### config.mk
export PLATFORM = sky130hd
export DESIGN_NAME = pixel_shift_engine
export DESIGN_NICKNAME = d
export VERILOG_FILES = /design/src/rtl/vdg_pkg.sv /design/src/rtl/pixel_colour_map.sv /design/src/rtl/pixel_shift_engine.sv
export SDC_FILE = /design/constraint.sdc
export NUM_CORES = 1
export LEC_CHECK = 0
export ABC_AREA = 1
export BUFFER_PORTS_ARGS = -buffer_cell sky130_fd_sc_hd__buf_2
export CAP_MARGIN = 20
export CELL_PAD_IN_SITES_DETAIL_PLACEMENT = 1
export CELL_PAD_IN_SITES_GLOBAL_PLACEMENT = 1
export CORE_UTILIZATION = 38
export CTS_CLUSTER_SIZE = 30
export DETAILED_ROUTE_END_ITERATION = 8
export GPL_ROUTABILITY_DRIVEN = 0
export PLACE_DENSITY = 0.9
export SYNTH_ARGS = -nofsm -noshare
export SYNTH_HDL_FRONTEND = slang
export SYNTH_SLANG_ARGS = --single-unit
### constraint.sdc
create_clock -name Clk -period 1.81 [get_ports Clk]
set_input_delay 0.362 -clock Clk [delete_from_list [all_inputs] [get_ports Clk]]
set_output_delay 0.362 -clock Clk [all_outputs]
set_load 0.1 [all_outputs]
### src/rtl/vdg_pkg.sv
// Shared VDG video-path definitions: mode encodings and common widths.
package vdg_pkg;

    // Display modes carried alongside each byte
    localparam logic [1:0] MODE_SG = 2'd0;
    localparam logic [1:0] MODE_RG = 2'd1;
    localparam logic [1:0] MODE_CG = 2'd2;

    // Default colour index width for the palette/DAC stage
    localparam int unsigned COLOUR_W_DEF = 4;

    // Bits consumed per CG pixel; also the palette index width
    localparam int unsigned CG_SLICE_W = 2;

endpackage

### src/rtl/pixel_colour_map.sv
// Combinational mapper from shifter state (mode + top pixel bits) to a colour index.
module pixel_colour_map
    import vdg_pkg::*;
#(
    parameter int unsigned COLOUR_W = COLOUR_W_DEF
) (
    input  logic                  active,
    input  logic [1:0]            mode,
    input  logic [1:0]            bits,
    input  logic [COLOUR_W-1:0]   scol,
    input  logic [COLOUR_W-1:0]   fg,
    input  logic [COLOUR_W-1:0]   bg,
    input  logic [4*COLOUR_W-1:0] palette,
    output logic [COLOUR_W-1:0]   colour
);

    // Idle and the reserved mode both give colour 0
    always_comb begin
        colour = '0;
        if (active) begin
            case (mode)
                MODE_SG: colour = bits[1] ? scol : '0;
                MODE_RG: colour = bits[1] ? fg : bg;
                MODE_CG: colour = palette[int'(bits)*COLOUR_W +: COLOUR_W];
                default: colour = '0;
            endcase
        end
    end

endmodule

### src/rtl/pixel_shift_engine.sv
// Double-buffered pixel serialiser: holding register feeds an MSB-first shifter
// producing 1 bpp (SG/RG) or 2 bpp (CG) colour indices with programmable stretch.
module pixel_shift_engine
    import vdg_pkg::*;
#(
    parameter int unsigned DATA_W    = 8,
    parameter int unsigned COLOUR_W  = COLOUR_W_DEF,
    parameter int unsigned STRETCH_W = 2
) (
    input  logic                  Clk,
    input  logic                  nReset,
    input  logic                  PixelEn,
    input  logic                  Flush,
    input  logic [DATA_W-1:0]     Data,
    input  logic [COLOUR_W-1:0]   SColour,
    input  logic                  DataValid,
    output logic                  DataReady,
    input  logic [1:0]            Mode,
    input  logic [STRETCH_W-1:0]  Stretch,
    input  logic [COLOUR_W-1:0]   FgColour,
    input  logic [COLOUR_W-1:0]   BgColour,
    input  logic [4*COLOUR_W-1:0] Palette,
    output logic [COLOUR_W-1:0]   Colour,
    output logic                  Underrun
);

    localparam int unsigned CNT_W = (DATA_W > 2) ? $clog2(DATA_W) : 1;
    localparam logic [CNT_W-1:0] PIX_LAST_1BPP = CNT_W'(DATA_W - 1);
    localparam logic [CNT_W-1:0] PIX_LAST_CG   = CNT_W'(DATA_W / 2 - 1);

    // Holding stage
    logic                 hold_full;
    logic [DATA_W-1:0]    hold_data;
    logic [COLOUR_W-1:0]  hold_scol;
    logic [1:0]           hold_mode;

    // Shift stage
    logic                 active;
    logic [DATA_W-1:0]    shift_data;
    logic [COLOUR_W-1:0]  shift_scol;
    logic [1:0]           shift_mode;
    logic [STRETCH_W-1:0] shift_stretch;
    logic [CNT_W-1:0]     pix_cnt;
    logic [STRETCH_W-1:0] str_cnt;
    logic                 underrun;

    logic last_tick;
    logic capture;
    logic transfer;
    logic advance;

    assign DataReady = ~hold_full;
    assign Underrun  = underrun;

    // Handshake decode; Flush overrides both capture and transfer
    always_comb begin
        last_tick = active && (pix_cnt == '0) && (str_cnt == '0);
        capture   = DataValid && !hold_full && !Flush;
        transfer  = PixelEn && hold_full && (!active || last_tick) && !Flush;
        advance   = PixelEn && active && !Flush;
    end

    // Holding register: fills on capture, empties on transfer or flush
    always_ff @(posedge Clk or negedge nReset) begin
        if (!nReset) begin
            hold_full <= 1'b0;
            hold_data <= '0;
            hold_scol <= '0;
            hold_mode <= '0;
        end else if (Flush) begin
            hold_full <= 1'b0;
        end else if (capture) begin
            hold_full <= 1'b1;
            hold_data <= Data;
            hold_scol <= SColour;
            hold_mode <= Mode;
        end else if (transfer) begin
            hold_full <= 1'b0;
        end
    end

    // Shift register, pixel/stretch counters and the underrun pulse
    always_ff @(posedge Clk or negedge nReset) begin
        if (!nReset) begin
            active        <= 1'b0;
            shift_data    <= '0;
            shift_scol    <= '0;
            shift_mode    <= '0;
            shift_stretch <= '0;
            pix_cnt       <= '0;
            str_cnt       <= '0;
            underrun      <= 1'b0;
        end else begin
            underrun <= 1'b0;
            if (Flush) begin
                active  <= 1'b0;
                pix_cnt <= '0;
                str_cnt <= '0;
            end else if (transfer) begin
                active        <= 1'b1;
                shift_data    <= hold_data;
                shift_scol    <= hold_scol;
                shift_mode    <= hold_mode;
                shift_stretch <= Stretch;
                pix_cnt       <= (hold_mode == MODE_CG) ? PIX_LAST_CG : PIX_LAST_1BPP;
                str_cnt       <= Stretch;
            end else if (advance) begin
                if (str_cnt != '0) begin
                    str_cnt <= str_cnt - 1'b1;
                end else if (pix_cnt == '0) begin
                    // Last pixel done and nothing waiting: go idle
                    active   <= 1'b0;
                    underrun <= 1'b1;
                end else begin
                    shift_data <= (shift_mode == MODE_CG) ? (shift_data << CG_SLICE_W)
                                                          : (shift_data << 1);
                    pix_cnt    <= pix_cnt - 1'b1;
                    str_cnt    <= shift_stretch;
                end
            end
        end
    end

    pixel_colour_map #(
        .COLOUR_W (COLOUR_W)
    ) u_colour_map (
        .active  (active),
        .mode    (shift_mode),
        .bits    (shift_data[DATA_W-1 -: 2]),
        .scol    (shift_scol),
        .fg      (FgColour),
        .bg      (BgColour),
        .palette (Palette),
        .colour  (Colour)
    );

endmodule

### Yosys cells after proc, flatten, opt, wreduce, memory -nomap -nowiden

Cells that the tools add are included.

* eq/ne operators: 8
* shifts and indexed selects: 1
* reductions and logical operators: 27
* multiplexer cells: 33
* bitwise operators: 2
* $add $sub $neg: 2

Operators with widths (count)
* $mux 8: 5
* $mux 3: 6
* $shiftx 16x5->4: 1
* $mux 1: 13
* $mux 4: 3
* $pmux 4 s3: 1
* $mux 2: 5
* $logic_and 1x1->1: 9
* $reduce_bool 3->1: 3
* $ne 3x3->1 const B: 2
* $reduce_and 2->1: 3
* $reduce_and 3->1: 2
* $eq 2x2->1 const B: 2
* $logic_not 2->1: 2
* $ne 2x2->1 const B: 2
* $ne 4x3->1 const B: 1
* $reduce_and 4->1: 1
* $reduce_bool 2->1: 2
* $logic_not 1->1: 3
* $logic_not 3->1: 1
* $sub 3x1->3 const B: 1
* $eq 2x1->1 const B: 1
* $not 1->1: 2
* $sub 2x1->2 const B: 1
* $logic_or 1x1->1: 1

* input bits: 45
* logic and storage cells: 85
* flip-flop bits (word level): 38
* output and inout bits: 6

### Depth between registers and ports, before layout

Gate-level depths: netlist (run 1).

* depth after elaboration: 9
* gate-level depth with buffers: 10
* depth with buffers taken out: 10

### Cells and area by module

From an unflattened synthesis (run 1), not the netlist that was laid out.

* cells, all modules: 293
* area, all modules: 2108.3 µm²

Modules (own cells, without submodules)
* pixel_shift_engine: times used 1, cells each 207, area an instance 1750.4 µm²
* pixel_colour_map: times used 1, cells each 86, area an instance 357.8 µm²

### Least setup slack after synthesis (run 1)

No wires, ideal clock.

* kind: reg-to-output
* start: register shift_data[6]
* end: output port Colour[0]
* arrival: 2.298 ns
* required time: 1.448 ns
* slack: -0.850 ns
* cell stages (with the launch flop): 7
* buffers on the path: 1
* cell sequence: dfrtp_1 -> buf_2 -> inv_1 -> o21ai_0 -> nand2_1 -> nand2_1 -> a21oi_1

* cells in the longest elaborated chain, start to end: 3

RTL lines
* start: declaration: line pixel_shift_engine.sv:39 `logic [DATA_W-1:0] shift_data;`
* start signal: assignment: line pixel_shift_engine.sv:101 `shift_data <= hold_data;`
* start signal: assignment: line pixel_shift_engine.sv:115 `shift_data <= (shift_mode == MODE_CG) ? (shift_data << CG_SLICE_W)`
* $shiftx 16x5->4: line pixel_colour_map.sv:24 `MODE_CG: colour = palette[int'(bits)*COLOUR_W +: COLOUR_W];`
* $pmux 4 s3: line pixel_colour_map.sv:21 `case (mode)`
* $mux 4: line pixel_colour_map.sv:20 `if (active) begin`
* end: declaration: line pixel_shift_engine.sv:23 `output logic [COLOUR_W-1:0] Colour,`

No other way between the ends.

### Worst setup path after layout (run 1)

Same ends and word-level chain as after synthesis.

==> results of run 1 <==
[cell type report]
type / instances / area share (%)
Clock inverter: 3 / 1.43
Clock buffer: 5 / 2.45
Tap cell: 70 / 3.12
Inverter: 35 / 4.99
Multi-Input combinational cell: 200 / 38.6
Sequential cell: 38 / 34.0
Timing Repair Buffer: 65 / 15.5
[per-layer routing]
layer	vias to the layer above	GRT usage, %	wire [um]
met3	12	4.52	301
met2	68	42.1	3380
li1	1036	-	-
met1	1037	25.9	2700
met5	-	0	0
met4	0	8.85	129
[state kept, by name, summed over array words and instances, names as in the netlist]
signal         cells
Underrun           1
active             1
hold_data          8
hold_full          1
hold_mode          2
hold_scol          4
pix_cnt            3
shift_data         8
shift_mode         2
shift_scol         4
shift_stretch      2
str_cnt            2
[report_power, final]
group          internal [W]  total [W]  switching, W  leakage, nW
Clock              0.000405   0.000709      0.000304       0.0579
Combinational      0.000570    0.00152      0.000947        0.896
Sequential          0.00108    0.00125      0.000168        0.458
[per-stage QoR]
stage          cell area [sq um]  worst slack, ns  power, W  hold WS [ns]
5_1_grt                     2810           -0.231   0.00370         0.148
6_report                    2810           -0.161   0.00348         0.102
2_1_floorplan               2170           0.0150   0.00211        0.0664
3_3_place_gp                2600            0.106   0.00245         0.434
4_1_cts                     2770           -0.120   0.00342         0.112
3_5_place_dp                2600           0.0254   0.00254         0.437
[cells in the mapped netlist]
| library cell | n |
|---|---|
| a21oi_1 | 19 |
| buf_2 | 4 |
| buf_6 | 3 |
| clkbuf_1 | 1 |
| clkinv_1 | 2 |
| dfrtp_1 | 38 |
| ha_1 | 2 |
| inv_1 | 31 |
| inv_2 | 2 |
| mux2_2 | 5 |
| nand2_1 | 72 |
| nand2_2 | 2 |
| nand2_4 | 1 |
| nand2_8 | 1 |
| nand3_1 | 20 |
| nand3_2 | 1 |
| nand3_4 | 1 |
| nand4_1 | 10 |
| nand4_4 | 1 |
| nor2_1 | 35 |
| nor2_4 | 1 |
| nor3_1 | 1 |
| o21ai_0 | 26 |
| o22ai_1 | 1 |
[kinds of logic (layout without fill, tap and decap cells)]
group,Yosys count,in the layout,synth area share [%]
AO/OA/AOI/OAI,46,46,10.9
multiplexers,5,5,2.65
flip-flops,38,38,44.7
adder cells (fa/ha/maj),2,2,1.18
AND/OR/NAND/NOR,146,147,31.7
buffers and inverters,43,108,8.89
[worst paths after layout]
kind                                 end  slack (ns)
setup reg to reg           shift_data[5]        0.07
min in group Clk                  active        0.25
hold reg to reg            shift_scol[1]        0.48
hold / removal                 hold_full        0.10
setup / recovery               Colour[0]       -0.16
max in group asynchronous  shift_data[6]        1.35
[cells in the final DEF (no fill, tap or decap)]
cell type    n
a21oi_4      4
nand2_1     67
nor2_4       2
buf_12       4
nand2_4      2
o22ai_1      1
a21oi_1     15
inv_1       28
nand2_8      1
clkinv_2     2
ha_1         2
nand3_1     20
buf_4       12
nor2_1      29
nor2_2       5
clkbuf_8     5
nand3_2      2
nand3_4      1
clkinvlp_4   1
nor3_1       1
o21ai_1      7
buf_6        3
inv_2        3
nand2_2      6
dfrtp_2      2
o21ai_0     18
inv_6        1
mux2_2       5
o21ai_2      1
nand4_1     10
clkinv_1     2
bufinv_16    1
dfrtp_1     36
buf_2       46
nand4_4      1
[critical path, cell delays in order (launching register included)]
cell and delay [ns]:
dfrtp_2 0.44, buf_6 0.15, nor2_1 0.06, nor2_1 0.09, o21ai_1 0.07, nand2_1 0.09
nand2_2 0.07, a21oi_4 0.15, buf_12 0.19
[what timing repair did]
| action | CTS | global route |
|---|---|---|
| buffers inserted | 4 | 0 |
| setup endpoints to repair | 7 | 21 |
| resized for setup | 22 | 10 |
| hold buffers | 0 | 0 |
| pin swaps | 14 | 8 |
| cloned | 0 | 1 |
==> metrics.yaml, run 1 <==
hold_violations: 0
fin_tns_setup_ns: -0.559
worst_r2r_path_depth: 8
io_buffers: 50
sequential_cell_area_sq_um: 953
multi_input_area_sq_um: 1080
nFillCells: 663
reg2reg_from: "pix_cnt[0]"
antenna_found_initial: 0
dieArea_sq_um: 5900
htreeDepth: 2
clock_path_buffers: 2
die_w_um: 76.8
grt_use_total_pct: 23.0
ys_ff_latch: 38
fmax_mhz: 507
dp_cells: 403
root_buffer: "clkbuf_8"
drt_iter0_drc: 78
final_net_count: 392
post-route-min-period_ns: 1.97
skew_ns: 0.00876
finalMaxSlewViolations: 0
cellPowerDensity_nw_per_um2: 1240
fin_cells: 416
start_util_pct: 40.6
grt.overflow.total: 0
grt_max_degree: 39
syn_avg_cell_area_sq_um: 7.59
critical_path.max_fanout: 5
finalSetupViolCount: 4
synth_area_sq_um: 2130
drc_errors: 0
cp-end-kind: "output port"
tightestPinTransition_ns: 0.498
yosysWarnings: 0
worstPathArrival_ns: 1.61
synth.yosys.seq_area_share_pct: 44.7
netlist_top_cells_area: "dfrtp_1 45%, nand2_1 13%, nor2_1 6.2%"
num_rows: 26
vias: 2153
grt_pass1_wl_um: 10700
fin_crit_sh_pct: 109
maxCapViolations: 0
yosysTopAreaCell: "dfrtp_1"
grt_pass1_vias: 2270
dp_hpwl_um: 4470
timing.final.ws_setup_ns: -0.161
antenna_left: 0
path_class: "flip-flop to output port"
die_height_um: 76.8
cts_made_buffers: 5
insertion_delay_ns: 0.30
syn_inst: 280
synth_cell_types: 24
violations: "negative setup slack"
rsz0062_at_grt: "true"
max_slew_margin_pct: 67.0
drive_gt1_share_pct: 31.8
ios: 51
cellLeakagePower_nw: 1.41
clock_sinks: 38
drt_pass1_iterations: 4
cp.required_ns: 1.45
clk_pin_slew_ns: 0.08
avgRoutedWirePerCell_um: 15.7
worst_ir_drop_vdd_mv: 0.490
hp-class: "input pin to async pin"
wl_um: 6510
avgViaCountPerCell: 5.18
yosysTopAreaCellShare_pct: 44.7
core_area_sq_um: 5240
antennaDiodeCount: 0
area_delta_synth_final_pct: 32.0
synth_nets: 327
cp-startpoint: "shift_data[6]"
worst_setup_path_start_kind: "flip-flop"
outcome: "complete, but fails checks"
post-route-util_pct: 53.6
cts_tree: "built"
(Power assumes the default switching activity.)
==> run 2: changes to the inputs <==
--- a/config.mk
+++ b/config.mk
@@ -14,7 +14,8 @@
 export CTS_CLUSTER_SIZE = 30
 export DETAILED_ROUTE_END_ITERATION = 8
 export GPL_ROUTABILITY_DRIVEN = 0
-export PLACE_DENSITY = 0.9
+export PLACE_DENSITY = 0.91
 export SYNTH_ARGS = -nofsm -noshare
 export SYNTH_HDL_FRONTEND = slang
+export SYNTH_HIERARCHICAL = 1
 export SYNTH_SLANG_ARGS = --single-unit
==> run 2 against run 1 <==
The flow still finishes with violations (negative setup slack). Hold slack better by 0.0073 ns. Synthesized cell count up 4.6%. First-iteration DRC count down 15%. Clock skew down 0.0034 ns. Flip-flop and latch count unchanged. Largest power group unchanged.
==> metrics.yaml, run 2 <==
outcome: "complete, but fails checks"
violations: "negative setup slack"
timing.final.ws_setup_ns: -0.0575  # +0.104 ns
antenna_found_initial: 0  # unchanged
drt_pass1_iterations: 4  # unchanged
post-place-ws_ns: 0.0359  # +0.0105 ns
dp_hpwl_um: 4550  # +1.7%
whs_ns: 0.109  # +0.00731 ns
power_w: 0.00339  # -2.5%
grt.overflow.total: 0  # unchanged
grt_use_total_pct: 23.8  # +0.83 points
antennaDiodeCount: 0  # unchanged
pwr-share-clk_pct: 20.9  # +0.5 points
yosysWarnings: 6  # +6
synth.yosys.seq_area_share_pct: 45.1  # +0.37 points
cellPowerDensity_nw_per_um2: 1180  # -4.8%
grt_max_degree: 39  # unchanged
ys.flop_type: "dfrtp_1"
hp-class: "input pin to async pin"
cellLeakagePower_nw: 1.54  # +9.2%
seqPwrFrac_pct: 37.4  # +1.4 points
fin_crit_sh_pct: 103  # -5.7 points
largestRegisters: "hold_data x8, shift_data x8"
fmax_mhz: 535  # +5.6%
cts_tree: "built"
synth_area_sq_um: 2110  # -0.82%
insertion_delay_ns: 0.29  # about the same
synth_nets: 340  # +4.0%
ys_ff_latch: 38  # unchanged
combPwrFrac_pct: 41.7  # -1.9 points
path_class: "flip-flop to output port"
drc_errors: 0  # unchanged
avgViaCountPerCell: 5.03  # -2.9%
start_util_pct: 40.3  # -0.33 points
clock_path_buffers: 2  # unchanged
cp.required_ns: 1.45  # about the same
p_int_w: 0.00202  # -2.0%
core_area_sq_um: 5240  # unchanged
max_slew_margin_pct: 66.5  # -0.53 points
yosysTopAreaCell: "dfrtp_1"
synth_cell_types: 21  # -13%
post-route-min-period_ns: 1.87  # -0.104 ns
clock_sinks: 38  # unchanged
finalSetupViolCount: 4  # unchanged
die_height_um: 76.5  # -0.40%
grt_pass1_wl_um: 11100  # +3.4%
num_rows: 26  # unchanged
syn_inst: 293  # +4.6%
worst_setup_path_start_kind: "flip-flop"
die_w_um: 76.5  # -0.40%
synth_common_cells: "113 x nand2_1, 41 x inv_1, 38 x dfrtp_1"
final_net_count: 406  # +3.6%
skew_ns: 0.00531  # -0.00344 ns
clk_pin_slew_ns: 0.08  # about the same
netlist_top_cells_area: "dfrtp_1 45%, nand2_1 20%, inv_1 7.3%"
worstPathArrival_ns: 1.51  # -0.10 ns
maxCapViolations: 0  # unchanged
switching_share_pct: 40.5  # -0.34 points
synth-edff-count: 0  # unchanged
dieArea_sq_um: 5850  # -0.81%
synth_most_common_cell: "nand2_1"
rsz0062_at_grt: "true"
synthArstFlopShare_pct: 100  # unchanged
critical_path.max_fanout: 5  # unchanged
layout_commonest_cell: "nand2_1"
drt_iter0_drc: 66  # -15%
p_sw_w: 0.00137  # -3.3%
drive_gt1_share_pct: 35.8  # +4.0 points
ios: 51  # unchanged
worst_ir_drop_vdd_mv: 0.588  # +20%
postCtsHoldBufs: 0  # unchanged
avgRoutedWirePerCell_um: 15.3  # -2.3%
finalMaxSlewViolations: 0  # unchanged
htreeDepth: 2  # unchanged
area_delta_synth_final_pct: 36.3
cp-end-kind: "output port"
syn_avg_cell_area_sq_um: 7.20  # -5.2%
wl_um: 6580  # +0.97%
vias: 2162  # +0.42%
root_buffer: "clkbuf_8"
antenna_left: 0  # unchanged
tightestPinTransition_ns: 0.506  # +0.00794 ns
hold_violations: 0  # unchanged
io_buffers: 50  # unchanged
cts_made_buffers: 5  # unchanged
grt_pass1_vias: 2478  # +9.2%
layout_common_cells: "97 x nand2_1, 46 x buf_2, 37 x dfrtp_1, 35 x inv_1, 26 x nor2_1"
yosysTopAreaCellShare_pct: 45.1  # +0.37 points
[run 2: cell types whose count changed in the layout (fill, tap and decap cells not counted), moves of 7 or more]
cell / before / now
nand4_1: 10 / 3
o21ai_0: 18 / 5
inv_1: 28 / 35
nand2_1: 67 / 97
nand3_1: 20 / 5
nand2_2: 6 / 17
[run 2: area by class of cell]
type                    count  area, sq um
clock inverters             1         30.0
well taps                  70         87.6
inverters                  43          171
repair buffers             65          442
multi-input cells         206         1110
clock buffers               7         76.3
fillers                   671         2360
flip-flops and latches     38          952
[run 2: metal layers]
metal | routed length, um | up-vias | GRT usage (%)
met4 | 182 | 0 | 11.3
met5 | 0 | - | 0
met1 | 2610 | 1043 | 24.3
li1 | - | 1032 | -
met2 | 3500 | 68 | 46.1
met3 | 276 | 19 | 4.31
[run 2: power by group through the flow]
stage	Clock [W]	Sequential (W)	Combinational (W)
detailed placement	0	0.00126	0.00113
finish	0.000709	0.00127	0.00141
floorplan	0	0.00120	0.000843
global placement	0	0.00125	0.00107
CTS	0.000713	0.00126	0.00137
global route	0.000743	0.00129	0.00156
[run 2: stage by stage]
step	setup TNS, ns	util, %	std cells	instance area (sq um)
finish	-0.195	54.8	430	2870
global route	-0.476	54.8	430	2870
CTS	-0.184	53.9	428	2820
detailed placement	0	49.3	417	2580
global placement	0	49.3	417	2580
floorplan	0	-	293	2160
[run 2: path summary, 6_finish.rpt]
| check | cells past startpoint | from | end | slack, ns |
|---|---|---|---|---|
| max | 7 | shift_data[6] | Colour[0] | -0.06 |
| min | 2 | nReset | active | 0.11 |
| max reg2reg | 11 | pix_cnt[0] | str_cnt[1] | 0.09 |
| min reg2reg | 2 | hold_scol[1] | shift_scol[1] | 0.48 |
| max in group asynchronous | 2 | nReset | shift_data[6] | 1.33 |
| min in group Clk | 2 | Flush | active | 0.26 |
[run 2: kinds of logic (layout without fill, tap and decap cells)]
logic type / Yosys count / after routing / share of synthesized area (%)
buffers and inverters: 49 / 116 / 10.2
adders and majority gates: 2 / 2 / 1.19
muxes: 7 / 7 / 3.74
AOI/OAI and AO/OA: 30 / 30 / 7.12
and+or+nand+nor: 167 / 167 / 32.6
DFF: 38 / 38 / 45.1
[run 2: critical path: stages (launching register included)]
cell,delay (ns)
dfrtp_2,0.45
buf_6,0.15
nand2_2,0.06
nand3_2,0.06
nand2_2,0.07
nand2_2,0.06
a21oi_4,0.17
buf_12,0.19
[run 2: repair_timing]
action                     in CTS  in global routing
pin swaps                      20                  5
setup endpoints to repair       4                 21
resized for setup              39                 11
setup buffers                   3                  2
cloned                          0                  0
